==> config.mk <==
export PLATFORM = sky130hd
export DESIGN_NAME = sat_accumulator
export DESIGN_NICKNAME = d
export VERILOG_FILES = /design/src/rtl/sat_pkg.sv /design/src/rtl/sat_clamp.sv /design/src/rtl/sat_accumulator.sv
export SDC_FILE = /design/constraint.sdc
export NUM_CORES = 1
export LEC_CHECK = 0
export CORE_MARGIN = 2
export CORE_UTILIZATION = 49
export DETAILED_ROUTE_END_ITERATION = 10
export PLACE_DENSITY = 0.78
export SLEW_MARGIN = 20
export SYNTH_ARGS = -nofsm -noshare
export SYNTH_HDL_FRONTEND = slang
export SYNTH_SLANG_ARGS = --single-unit
==> constraint.sdc <==
create_clock -name clk -period 2.8 [get_ports clk]
set_input_delay 0.56 -clock clk [delete_from_list [all_inputs] [get_ports clk]]
set_output_delay 0.56 -clock clk [all_outputs]
set_load 0.02 [all_outputs]
==> src/rtl/sat_pkg.sv <==
// Shared limits and operation encoding for the saturating arithmetic blocks.
package sat_pkg;

  localparam logic OP_ADD = 1'b0;
  localparam logic OP_SUB = 1'b1;

  // Largest representable value for the given width and signedness.
  function automatic longint sat_max(input int width, input bit is_signed);
    if (is_signed)
      return (64'sd1 <<< (width - 1)) - 64'sd1;
    else
      return (64'sd1 <<< width) - 64'sd1;
  endfunction

  // Smallest representable value for the given width and signedness.
  function automatic longint sat_min(input int width, input bit is_signed);
    if (is_signed)
      return -(64'sd1 <<< (width - 1));
    else
      return 64'sd0;
  endfunction

endpackage

==> src/rtl/sat_clamp.sv <==
// Combinational saturating adder/subtractor: y = clamp(a +/- b) with
// separate flags for clamping at the top and bottom of the range.
module sat_clamp
  import sat_pkg::*;
#(
  parameter int WIDTH  = 4,
  parameter int SIGNED = 0
) (
  input  logic [WIDTH-1:0] a,
  input  logic [WIDTH-1:0] b,
  input  logic             sub,
  output logic [WIDTH-1:0] y,
  output logic             ovf_hi,
  output logic             ovf_lo
);

  // Two guard bits hold any sum or difference of two WIDTH-bit operands exactly.
  localparam int EW = WIDTH + 2;
  localparam logic signed [EW-1:0] MAX_E = EW'(sat_max(WIDTH, SIGNED != 0));
  localparam logic signed [EW-1:0] MIN_E = EW'(sat_min(WIDTH, SIGNED != 0));
  localparam logic [WIDTH-1:0] MAX_W = MAX_E[WIDTH-1:0];
  localparam logic [WIDTH-1:0] MIN_W = MIN_E[WIDTH-1:0];

  logic signed [EW-1:0] ea;
  logic signed [EW-1:0] eb;
  logic signed [EW-1:0] r;

  // Extend both operands, form the exact result, then clamp to the range.
  always_comb begin
    if (SIGNED != 0) begin
      ea = {{2{a[WIDTH-1]}}, a};
      eb = {{2{b[WIDTH-1]}}, b};
    end else begin
      ea = {2'b00, a};
      eb = {2'b00, b};
    end
    r      = sub ? (ea - eb) : (ea + eb);
    ovf_hi = (r > MAX_E);
    ovf_lo = (r < MIN_E);
    if (ovf_hi)
      y = MAX_W;
    else if (ovf_lo)
      y = MIN_W;
    else
      y = r[WIDTH-1:0];
  end

endmodule

==> src/rtl/sat_accumulator.sv <==
// Registered saturating accumulator with clamp pulse, sticky range flags
// and a saturating count of clamped updates.
module sat_accumulator
  import sat_pkg::*;
#(
  parameter int WIDTH     = 4,
  parameter int SIGNED    = 0,
  parameter int CNT_WIDTH = 8
) (
  input  logic                 clk,
  input  logic                 rst,
  input  logic                 clr,
  input  logic                 in_valid,
  input  logic                 in_sub,
  input  logic [WIDTH-1:0]     in_data,
  output logic                 out_valid,
  output logic [WIDTH-1:0]     acc,
  output logic                 sat_evt,
  output logic                 sat_hi,
  output logic                 sat_lo,
  output logic [CNT_WIDTH-1:0] sat_cnt
);

  localparam logic [CNT_WIDTH-1:0] CNT_MAX = '1;

  logic [WIDTH-1:0] nxt_acc;
  logic             ovf_hi;
  logic             ovf_lo;

  sat_clamp #(
    .WIDTH  (WIDTH),
    .SIGNED (SIGNED)
  ) u_clamp (
    .a      (acc),
    .b      (in_data),
    .sub    (in_sub == OP_SUB),
    .y      (nxt_acc),
    .ovf_hi (ovf_hi),
    .ovf_lo (ovf_lo)
  );

  // Accumulator, flags and counter; clear wins over a same-cycle sample.
  always_ff @(posedge clk or posedge rst) begin
    if (rst) begin
      acc       <= '0;
      out_valid <= 1'b0;
      sat_evt   <= 1'b0;
      sat_hi    <= 1'b0;
      sat_lo    <= 1'b0;
      sat_cnt   <= '0;
    end else if (clr) begin
      acc       <= '0;
      out_valid <= 1'b0;
      sat_evt   <= 1'b0;
      sat_hi    <= 1'b0;
      sat_lo    <= 1'b0;
      sat_cnt   <= '0;
    end else if (in_valid) begin
      acc       <= nxt_acc;
      out_valid <= 1'b1;
      sat_evt   <= ovf_hi | ovf_lo;
      sat_hi    <= sat_hi | ovf_hi;
      sat_lo    <= sat_lo | ovf_lo;
      if ((ovf_hi || ovf_lo) && (sat_cnt != CNT_MAX))
        sat_cnt <= sat_cnt + CNT_WIDTH'(1);
    end else begin
      out_valid <= 1'b0;
      sat_evt   <= 1'b0;
    end
  end

endmodule

==> results.py, run 1 <==
metrics = {
    "power_and_ir_drop": {
        "p_leak_nw": 0.621,
        "p_per_area_mw_per_mm2": 430,
        "vdd_ir_drop_max_uv": 321,
    },
    "sta": {
        "finalClockSkew_ps": 14.6,
        "slew_violations": 0,
        "holdWs_ps": 509,
        "finalSetupViolations": 0,
        "tns_ps": 0,
        "layout_worst_path_cycle_share": 0.907,
        "maxSlewHeadroom": 0.582,
        "rsz0062_at_grt": "false",
        "period_minus_slack_ps": 2540,
        "hold_viol_final": 0,
        "max_freq_mhz": 394,
        "worst_pin_slew_ps": 626,
    },
    "die": {
        "die_area_sq_mm": 0.00266,
        "die_h_microns": 51.6,
        "die_w_microns": 51.6,
        "start_util": 0.512,
        "core-area_sq_mm": 0.00217,
        "placementRows": 17,
        "io_pins": 25,
    },
    "routing": {
        "via_count": 991,
        "dr.pass1.iters": 4,
        "dr_wl_met3_microns": 75,
        "ant_nets": 0,
        "drc": 0,
        "wl_met2_microns": 1210,
        "routed_wl_microns": 2380,
        "vias_per_cell": 5.70,
        "post_drt_wl_per_cell_microns": 13.7,
        "dr.max_layer_used": "met4",
        "drt-met1-wl_microns": 1030,
        "drtIter0Drc": 20,
    },
    "global_routing": {
        "grt_use_total": 0.213,
        "antenna_found_initial": 0,
        "first_global_vias": 994,
        "grt.overflow.total": 0,
        "grt_pass1_wl_microns": 4150,
        "grt_start_max_net_pins": 18,
    },
    "yosys": {
        "synth_cells": 116,
        "yosys_warnings": 0,
        "synth_flop_cell": "dfrtp_1",
        "async_flop_share": 1.00,
        "synth_top_cell_by_area": "dfrtp_1",
        "synth_edf_count": 0,
        "synth_seq_cells": 16,
        "ys_seq_area_frac": 0.361,
        "ys_top_cells_by_count": "16 x dfrtp_1, 16 x nor2_1, 12 x inv_1",
        "syn-mean-instance-area_sq_um": 9.57,
        "synth_top_area_frac": 0.361,
        "syn-num-nets": 136,
        "synth_area_sq_mm": 0.00111,
        "synth_area_leaders": "dfrtp_1 36%, ha_1 10%, nor2_1 5.4%, inv_1 4.1%, xnor2_1 3.9%",
        "synthDistinctLibCells": 36,
    },
    "worst_setup_path": {
        "worst-r2r-setup-slack_ps": 650,
        "slowest_stage": "clkdlybuf4s50_1",
        "critPathMaxFanout": 5,
        "cpPeakStageDelay_ps": 480,
        "cp.required_ps": 2990,
        "path_delay_family": "adder cells",
        "crit_arrival_ps": 2730,
        "cp_cell_sequence": "clkdlybuf4s50_1, ha_1, inv_1, fa_1, o21bai_1, a221oi_4, nor3_4, nand4_1, mux2_1",
        "reg2reg_depth": 8,
        "end_kind": "register",
        "start_kind": "primary input",
        "worst-path-buf-inv": 2,
        "r2r_start": "acc[0]",
        "cp.depth": 9,
        "regToRegEndpoint": "sat_cnt[5]",
        "crit_type": "in -> reg",
    },
    "clock_network": {
        "post_cts_buffers": 0,
        "clock_latency_ps": 290,
        "cts_tree": "yes",
        "cts_sinks": 16,
        "cts_buffer_depth": 2,
        "cts-root-buf": "clkbuf_4",
        "htreeDepth": 1,
        "clkTransAtPathRegs_ps": 100,
        "ctsHoldBuffers": 0,
        "cts_made_buffers": 3,
        "cts.repair.resized": 0,
    },
    "worst_hold_path": {
        "whs_path_depth": 2,
        "holdPathEnd": "sat_hi",
        "hold_start": "sat_hi",
        "holdCritPathClass": "reg -> reg",
    },
    "finish": {
        "syn2layout_area_growth_pct": 29.8,
        "finalInstanceArea_sq_mm": 0.00144,
        "utilization": 0.664,
        "num_antenna_cells": 0,
        "nNetsFinal": 167,
        "layout-drive-gt1-share": 0.103,
    },
    "place": {
        "gp_congestion": 0.920,
        "numPortBuffers": 24,
        "detailed_place.area_sq_mm": 0.00140,
        "dp_hpwl_microns": 1840,
    },
    "run": {
        "drv_cap": 0,
    },
    "status": {
        "outcome": "finished clean",
    },
}
-- cell usage in the layout, fill, tap and decap left out, types with 2 or more instances in the layout --
cell type / netlist / layout
dfrtp_1: 16 / 16
ha_1: 9 / 9
nand4_1: 2 / 2
nor2_1: 16 / 16
mux2i_1: 2 / 2
inv_1: 12 / 12
clkdlybuf4s50_1: 0 / 24
nor2b_1: 4 / 4
nand2_1: 3 / 3
fa_1: 2 / 2
nor3_1: 6 / 6
xnor2_1: 5 / 5
a21oi_1: 6 / 6
nand3_1: 4 / 4
o21ai_0: 3 / 3
buf_4: 0 / 5
clkbuf_4: 0 / 3
a211oi_1: 4 / 4
-- kinds of logic (layout without fill, tap and decap cells) --
family | after synthesis | count (layout) | share of synthesized area
and+or+nand+nor | 41 | 41 | 0.200
AOI/OAI and AO/OA | 24 | 24 | 0.174
DFF | 16 | 16 | 0.361
buffers and inverters | 16 | 46 | 0.0609
adders and majority gates | 11 | 11 | 0.138
xor gates and xnor gates | 5 | 5 | 0.0395
muxes | 3 | 3 | 0.0282
-- area by class of cell --
cell class,instances,area (sq um)
Fill cell,177,729
Multi-Input combinational cell,84,642
Sequential cell,16,400
Timing Repair Buffer,29,278
Inverter,13,48.8
Clock buffer,4,36.3
Tap cell,28,35.0
-- stage by stage --
step / power [mW] / worst slack, ps / instances
after floorplan: 0.395 / 505 / 116
after global placement: 0.466 / -12.4 / 170
after detailed placement: 0.473 / -60.2 / 170
after CTS: 0.628 / 267 / 174
after global routing: 0.659 / 137 / 174
final: 0.619 / 260 / 174
-- worst max-delay path by stage --
stage | start | endpoint | slack (ps)
4_1_cts | in_data[0] | sat_cnt[5] | 270
5_1_grt | in_data[0] | sat_cnt[5] | 140
3_3_place_gp | in_data[0] | sat_cnt[5] | -10
3_5_place_dp | in_data[0] | sat_cnt[5] | -60
6_report | in_data[0] | sat_cnt[5] | 260
2_1_floorplan | in_data[0] | sat_cnt[5] | 500
-- flip-flops by register name, indices dropped and copies added (netlist names) --
register and count:
sat_evt 1, out_valid 1, sat_hi 1, sat_cnt 8
sat_lo 1, acc 4
-- power by group --
group	internal [mW]	switching [mW]
logic	0.0975	0.110
clock network	0.0792	0.0723
registers	0.245	0.0155
-- per-layer routing --
layer / global-route usage / up-vias
met3: 0.0287 / 9
met2: 0.370 / 32
met5: 0 / -
met1: 0.249 / 482
met4: 0.127 / 0
li1: - / 468
-- worst register-to-register path, delay by kind of cell, from the launching register on --
family / cells / cell delay, ps
adders and majority gates: 2 / 550
AOI/OAI and AO/OA: 2 / 440
buffers and inverters: 1 / 50
DFF: 1 / 370
and+or+nand+nor: 2 / 330
muxes: 1 / 320
Power figures use the tool's default switching activity.
==> run 2, diff against run 1 <==
Settings changed: MAX_ROUTING_LAYER set to met4.
==> run 2 against run 1 <==
Clock power barely moved. Largest power group unchanged. Hold slack better by 0.67 ps. Cell count unchanged. Utilization unchanged. Total power hardly changed.
==> results.py, run 2 (synthesis gave the netlist of run 1 again) <==
metrics = {
    "power_and_ir_drop": {
        "vdd_ir_drop_max_uv": 321,
        "power_uw": 619,
        "p_per_area_mw_per_mm2": 430,
        "p_leak_nw": 0.621,
    },
    "routing": {
        "post_drt_wl_per_cell_microns": 13.7,
        "drc": 0,
        "ant_nets": 0,
        "vias_per_cell": 5.64,
        "drtIter0Drc": 18,
        "routed_wl_microns": 2380,
        "via_count": 981,
        "dr.pass1.iters": 4,
    },
    "clock_network": {
        "htreeDepth": 1,
        "cts_tree": "yes",
        "post_cts_buffers": 0,
        "clkTransAtPathRegs_ps": 100,
        "cts_made_buffers": 3,
        "cts_sinks": 16,
        "ctsHoldBuffers": 0,
        "cts.repair.resized": 0,
        "cts_buffer_depth": 2,
        "cts-root-buf": "clkbuf_4",
        "clock_latency_ps": 290,
    },
    "die": {
        "start_util": 0.512,
        "die_area_sq_mm": 0.00266,
        "placementRows": 17,
        "die_w_microns": 51.6,
        "die_h_microns": 51.6,
        "io_pins": 25,
        "core-area_sq_mm": 0.00217,
    },
    "place": {
        "dp_slack_ps": -60.2,
        "gp_congestion": 0.936,
        "dp_hpwl_microns": 1840,
        "numPortBuffers": 24,
        "dp.cells": 170,
    },
    "sta": {
        "finalSetupViolations": 0,
        "finalClockSkew_ps": 14.6,
        "setup_ws_ps": 260,
        "hold_viol_final": 0,
        "rsz0062_at_grt": "false",
        "slew_violations": 0,
        "worst_pin_slew_ps": 624,
        "layout_worst_path_cycle_share": 0.907,
        "max_freq_mhz": 394,
        "maxSlewHeadroom": 0.583,
        "period_minus_slack_ps": 2540,
        "holdWs_ps": 510,
    },
    "status": {
        "outcome": "finished clean",
    },
    "worst_setup_path": {
        "cpPeakStageDelay_ps": 480,
        "cp.required_ps": 2990,
        "worst-path-buf-inv": 2,
        "path_delay_family": "adder cells",
        "critPathMaxFanout": 5,
        "slowest_stage": "clkdlybuf4s50_1",
        "crit_arrival_ps": 2730,
        "cp_cell_sequence": "clkdlybuf4s50_1, ha_1, inv_1, fa_1, o21bai_1, a221oi_4, nor3_4, nand4_1, mux2_1",
        "crit_type": "in -> reg",
        "end_kind": "register",
        "start_kind": "primary input",
    },
    "finish": {
        "layout-drive-gt1-share": 0.103,
        "largest_reg_flops": 8,
        "nNetsFinal": 167,
        "layout_common_cells": "24 x clkdlybuf4s50_1, 16 x nor2_1, 16 x dfrtp_1",
        "fillers": 177,
        "num_antenna_cells": 0,
        "layout.cells.most_common": "clkdlybuf4s50_1",
        "instances_no_fill": 174,
        "syn2layout_area_growth_pct": 29.8,
        "largest_registers": "sat_cnt: 8 flops, acc: 4 flops",
        "regMostFlops": "sat_cnt",
    },
    "global_routing": {
        "grt_pass1_wl_microns": 4160,
        "grt_start_max_net_pins": 18,
        "antenna_found_initial": 0,
        "first_global_vias": 993,
        "grt_use_total": 0.219,
        "grt.overflow.total": 0,
    },
    "run": {
        "drv_cap": 0,
    },
    "worst_hold_path": {
        "holdCritPathClass": "reg -> reg",
    },
}
[run 2: power breakdown]
part           internal [mW]  switching [mW]
registers              0.245          0.0154
clock network         0.0792          0.0723
logic                 0.0975           0.110
total                  0.422           0.198
[run 2: worst paths after layout]
kind,start,endpoint,slack [ps],cells after the start
max,in_data[0],sat_cnt[5],260,9
min,sat_hi,sat_hi,510,2
max reg2reg,acc[0],sat_cnt[5],650,8
min reg2reg,sat_hi,sat_hi,510,2
max in group asynchronous,rst,acc[1],1760,2
min in group asynchronous,rst,out_valid,630,2
[run 2: layout make-up]
type / instances / area (sq um) / area share
Sequential cell: 16 / 400 / 0.278
Timing Repair Buffer: 29 / 278 / 0.193
Tap cell: 28 / 35.0 / 0.0243
Clock buffer: 4 / 36.3 / 0.0252
Multi-Input combinational cell: 84 / 642 / 0.446
Inverter: 13 / 48.8 / 0.0339
[run 2: per-layer routing]
| layer | global-route usage | vias to the layer above | wire length [microns] | part of all wire |
|---|---|---|---|---|
| met5 | - | - | 0 | 0 |
| met2 | 0.368 | 24 | 1220 | 0.51 |
| li1 | - | 467 | - | - |
| met1 | 0.252 | 481 | 1020 | 0.43 |
| met4 | 0.127 | 0 | 69 | 0.029 |
| met3 | 0.0287 | 9 | 71 | 0.030 |
[run 2: through the flow]
step | area, sq um | util | TNS [ps]
CTS | 1440 | 0.664 | 0
finish | 1440 | 0.664 | 0
detailed placement | 1400 | 0.647 | -85.5
floorplan | 1110 | - | 0
global route | 1440 | 0.664 | 0
global placement | 1400 | 0.647 | -12.4
[run 2: tightest hold or removal path, delay by kind of cell (launching register included)]
kind / cells / cell delay [ps]
flops: 1 / 360
simple gates: 2 / 120
==> run 3, diff against run 2 <==
Settings changed: ABC_AREA set to 1, CORE_UTILIZATION 49 to 50, PLACE_DENSITY 0.78 to 0.79.
==> run 3 against run 2 <==
Design area is 0.43% higher. Non-clock buffer count is 5 lower. Area after synthesis grew 4.7%. Sequential share of layout area fell by 0.12 points. Utilization is 0.99 points lower. Global-route usage is 1.4 points higher. Maximum frequency grew 9.6%. Critical path type unchanged. Critical endpoint unchanged. Largest cell class unchanged. Largest power group unchanged.
==> results.py, run 3 <==
metrics = {
    "finish": {
        "layout-drive-gt1-share": 0.121,
        "regMostFlops": "sat_cnt",
        "regArea_sq_um": 400,
        "layout_common_cells": "35 x nand2_1, 24 x clkdlybuf4s50_1, 22 x inv_1",
        "nNetsFinal": 195,
        "fillers": 202,
        "layout.cells.most_common": "nand2_1",
        "syn2layout_area_growth_pct": 24.4,
        "num_antenna_cells": 0,
        "largest_registers": "sat_cnt: 8 flops, acc: 4 flops",
        "largest_reg_flops": 8,
        "multi_input_area_sq_um": 633,
        "instances_no_fill": 202,
    },
    "yosys": {
        "yosysMostFrequentCell": "nand2_1",
        "synth_cells": 149,
        "synthDistinctLibCells": 25,
        "ys_seq_area_frac": 0.344,
        "syn-num-nets": 169,
        "synth_top_cell_by_area": "dfrtp_1",
        "synth_area_leaders": "dfrtp_1 34%, nand2_1 11%, ha_1 9.7%, inv_1 7.1%, nor2_1 4.2%",
        "synth_flop_cell": "dfrtp_1",
        "synth_area_sq_mm": 0.00116,
        "syn-mean-instance-area_sq_um": 7.80,
        "ys_top_cells_by_count": "35 x nand2_1, 22 x inv_1, 16 x dfrtp_1",
        "synth_edf_count": 0,
        "synth_seq_cells": 16,
        "async_flop_share": 1.00,
        "synth_top_area_frac": 0.344,
        "yosys_warnings": 0,
    },
    "sta": {
        "finalSetupViolations": 0,
        "max_freq_mhz": 431,
        "layout_worst_path_cycle_share": 0.828,
        "slew_violations": 0,
        "maxSlewHeadroom": 0.581,
        "tns_ps": 0,
        "finalClockSkew_ps": 2.27,
        "rsz0062_at_grt": "false",
        "worst_pin_slew_ps": 627,
        "hold_viol_final": 0,
        "period_minus_slack_ps": 2320,
    },
    "routing": {
        "ant_nets": 0,
        "vias_per_cell": 5.29,
        "via_count": 1069,
        "drc": 0,
        "routed_wl_microns": 2610,
        "post_drt_wl_per_cell_microns": 12.9,
        "drtIter0Drc": 32,
        "dr.pass1.iters": 4,
    },
    "clock_network": {
        "clock_latency_ps": 290,
        "cts.repair.resized": 0,
        "cts-root-buf": "clkbuf_4",
        "cts_tree": "yes",
        "cts_buffer_depth": 2,
        "cts_made_buffers": 3,
        "post_cts_buffers": 0,
        "ctsHoldBuffers": 0,
        "htreeDepth": 1,
        "cts_sinks": 16,
        "clkTransAtPathRegs_ps": 100,
    },
    "global_routing": {
        "use_met1": 0.291,
        "globalRouteMet2Util": 0.392,
        "grt.overflow.total": 0,
        "antenna_found_initial": 0,
        "met3_usage": 0.0286,
        "grt_start_max_net_pins": 17,
        "busiest_layer": "met2",
        "grt_use_total": 0.233,
        "first_global_vias": 1077,
        "grt_pass1_wl_microns": 4630,
    },
    "power_and_ir_drop": {
        "vdd_ir_drop_max_uv": 246,
        "p_leak_nw": 0.680,
        "p_per_area_mw_per_mm2": 403,
    },
    "worst_hold_path": {
        "holdCritPathClass": "reg -> reg",
    },
    "run": {
        "drv_cap": 0,
    },
    "die": {
        "die_h_microns": 52.2,
        "placementRows": 17,
        "core-area_sq_mm": 0.00221,
        "die_w_microns": 52.2,
        "start_util": 0.525,
        "die_area_sq_mm": 0.00273,
        "io_pins": 25,
    },
    "worst_setup_path": {
        "crit_type": "in -> reg",
        "crit_arrival_ps": 2550,
        "critPathMaxFanout": 14,
        "end_kind": "register",
        "start_kind": "primary input",
        "cp.required_ps": 3030,
    },
    "status": {
        "outcome": "finished clean",
    },
    "place": {
        "dp_hpwl_microns": 2000,
        "dp.cells": 198,
        "gp_congestion": 0.858,
        "numPortBuffers": 24,
    },
}
-- run 3: path summary, 6_finish.rpt --
path                       slack [ps]  cells after the start    endpoint  startpoint
setup / recovery                  480                     11  sat_cnt[5]  in_data[1]
hold / removal                    500                      2      sat_lo      sat_lo
setup reg to reg                  860                      9      acc[1]      acc[0]
hold reg to reg                   500                      2      sat_lo      sat_lo
max in group asynchronous        1760                      2  sat_cnt[1]         rst
min in group asynchronous         640                      2  sat_cnt[7]         rst
-- run 3: stage by stage --
step	setup WS, ps	total power, mW	hold slack [ps]	util	cell area, sq um
after detailed placement	239	0.429	478	0.637	1410
after global placement	366	0.420	470	0.637	1410
after CTS	552	0.587	509	0.654	1450
final	482	0.583	505	0.654	1450
after floorplan	885	0.371	474	-	1160
after global routing	398	0.618	544	0.654	1450
-- run 3: final cells by class --
type | instances | area share
multi-input cells | 103 | 0.438
flip-flops and latches | 16 | 0.277
repair buffers | 24 | 0.166
inverters | 27 | 0.0701
clock buffers | 4 | 0.0251
well taps | 28 | 0.0242
-- run 3: cell families (layout without fill, tap and decap cells) --
kind of cell | Yosys count | in the layout | share of synthesized area
flip-flops | 16 | 16 | 0.344
AND/OR/NAND/NOR | 77 | 77 | 0.315
AO/OA/AOI/OAI | 14 | 14 | 0.0904
buffers and inverters | 30 | 55 | 0.111
XOR/XNOR | 1 | 1 | 0.00754
adder cells (fa/ha/maj) | 11 | 11 | 0.131
-- run 3: report_power, final --
| group | switching, mW | leakage (nW) | internal [mW] | total (mW) |
|---|---|---|---|---|
| Sequential | 0.0112 | 0.218 | 0.243 | 0.254 |
| Clock | 0.0792 | 0.0210 | 0.0791 | 0.158 |
| Combinational | 0.102 | 0.441 | 0.0688 | 0.171 |
-- run 3: routing by layer --
metal / vias up / routed length (microns)
met5: - / 0
met4: 0 / 25
met3: 6 / 132
met2: 40 / 1300
met1: 502 / 1150
li1: 521 / -
-- run 3: worst max-delay path, stage by stage --
cell,delay [ps]
clkdlybuf4s50_1,540
inv_1,110
fa_1,430
nand3b_1,200
nand2_1,140
nand2_2,80
nand2_4,140
nand3_1,100
nand2_1,90
clkinv_1,70
nor2_2,90
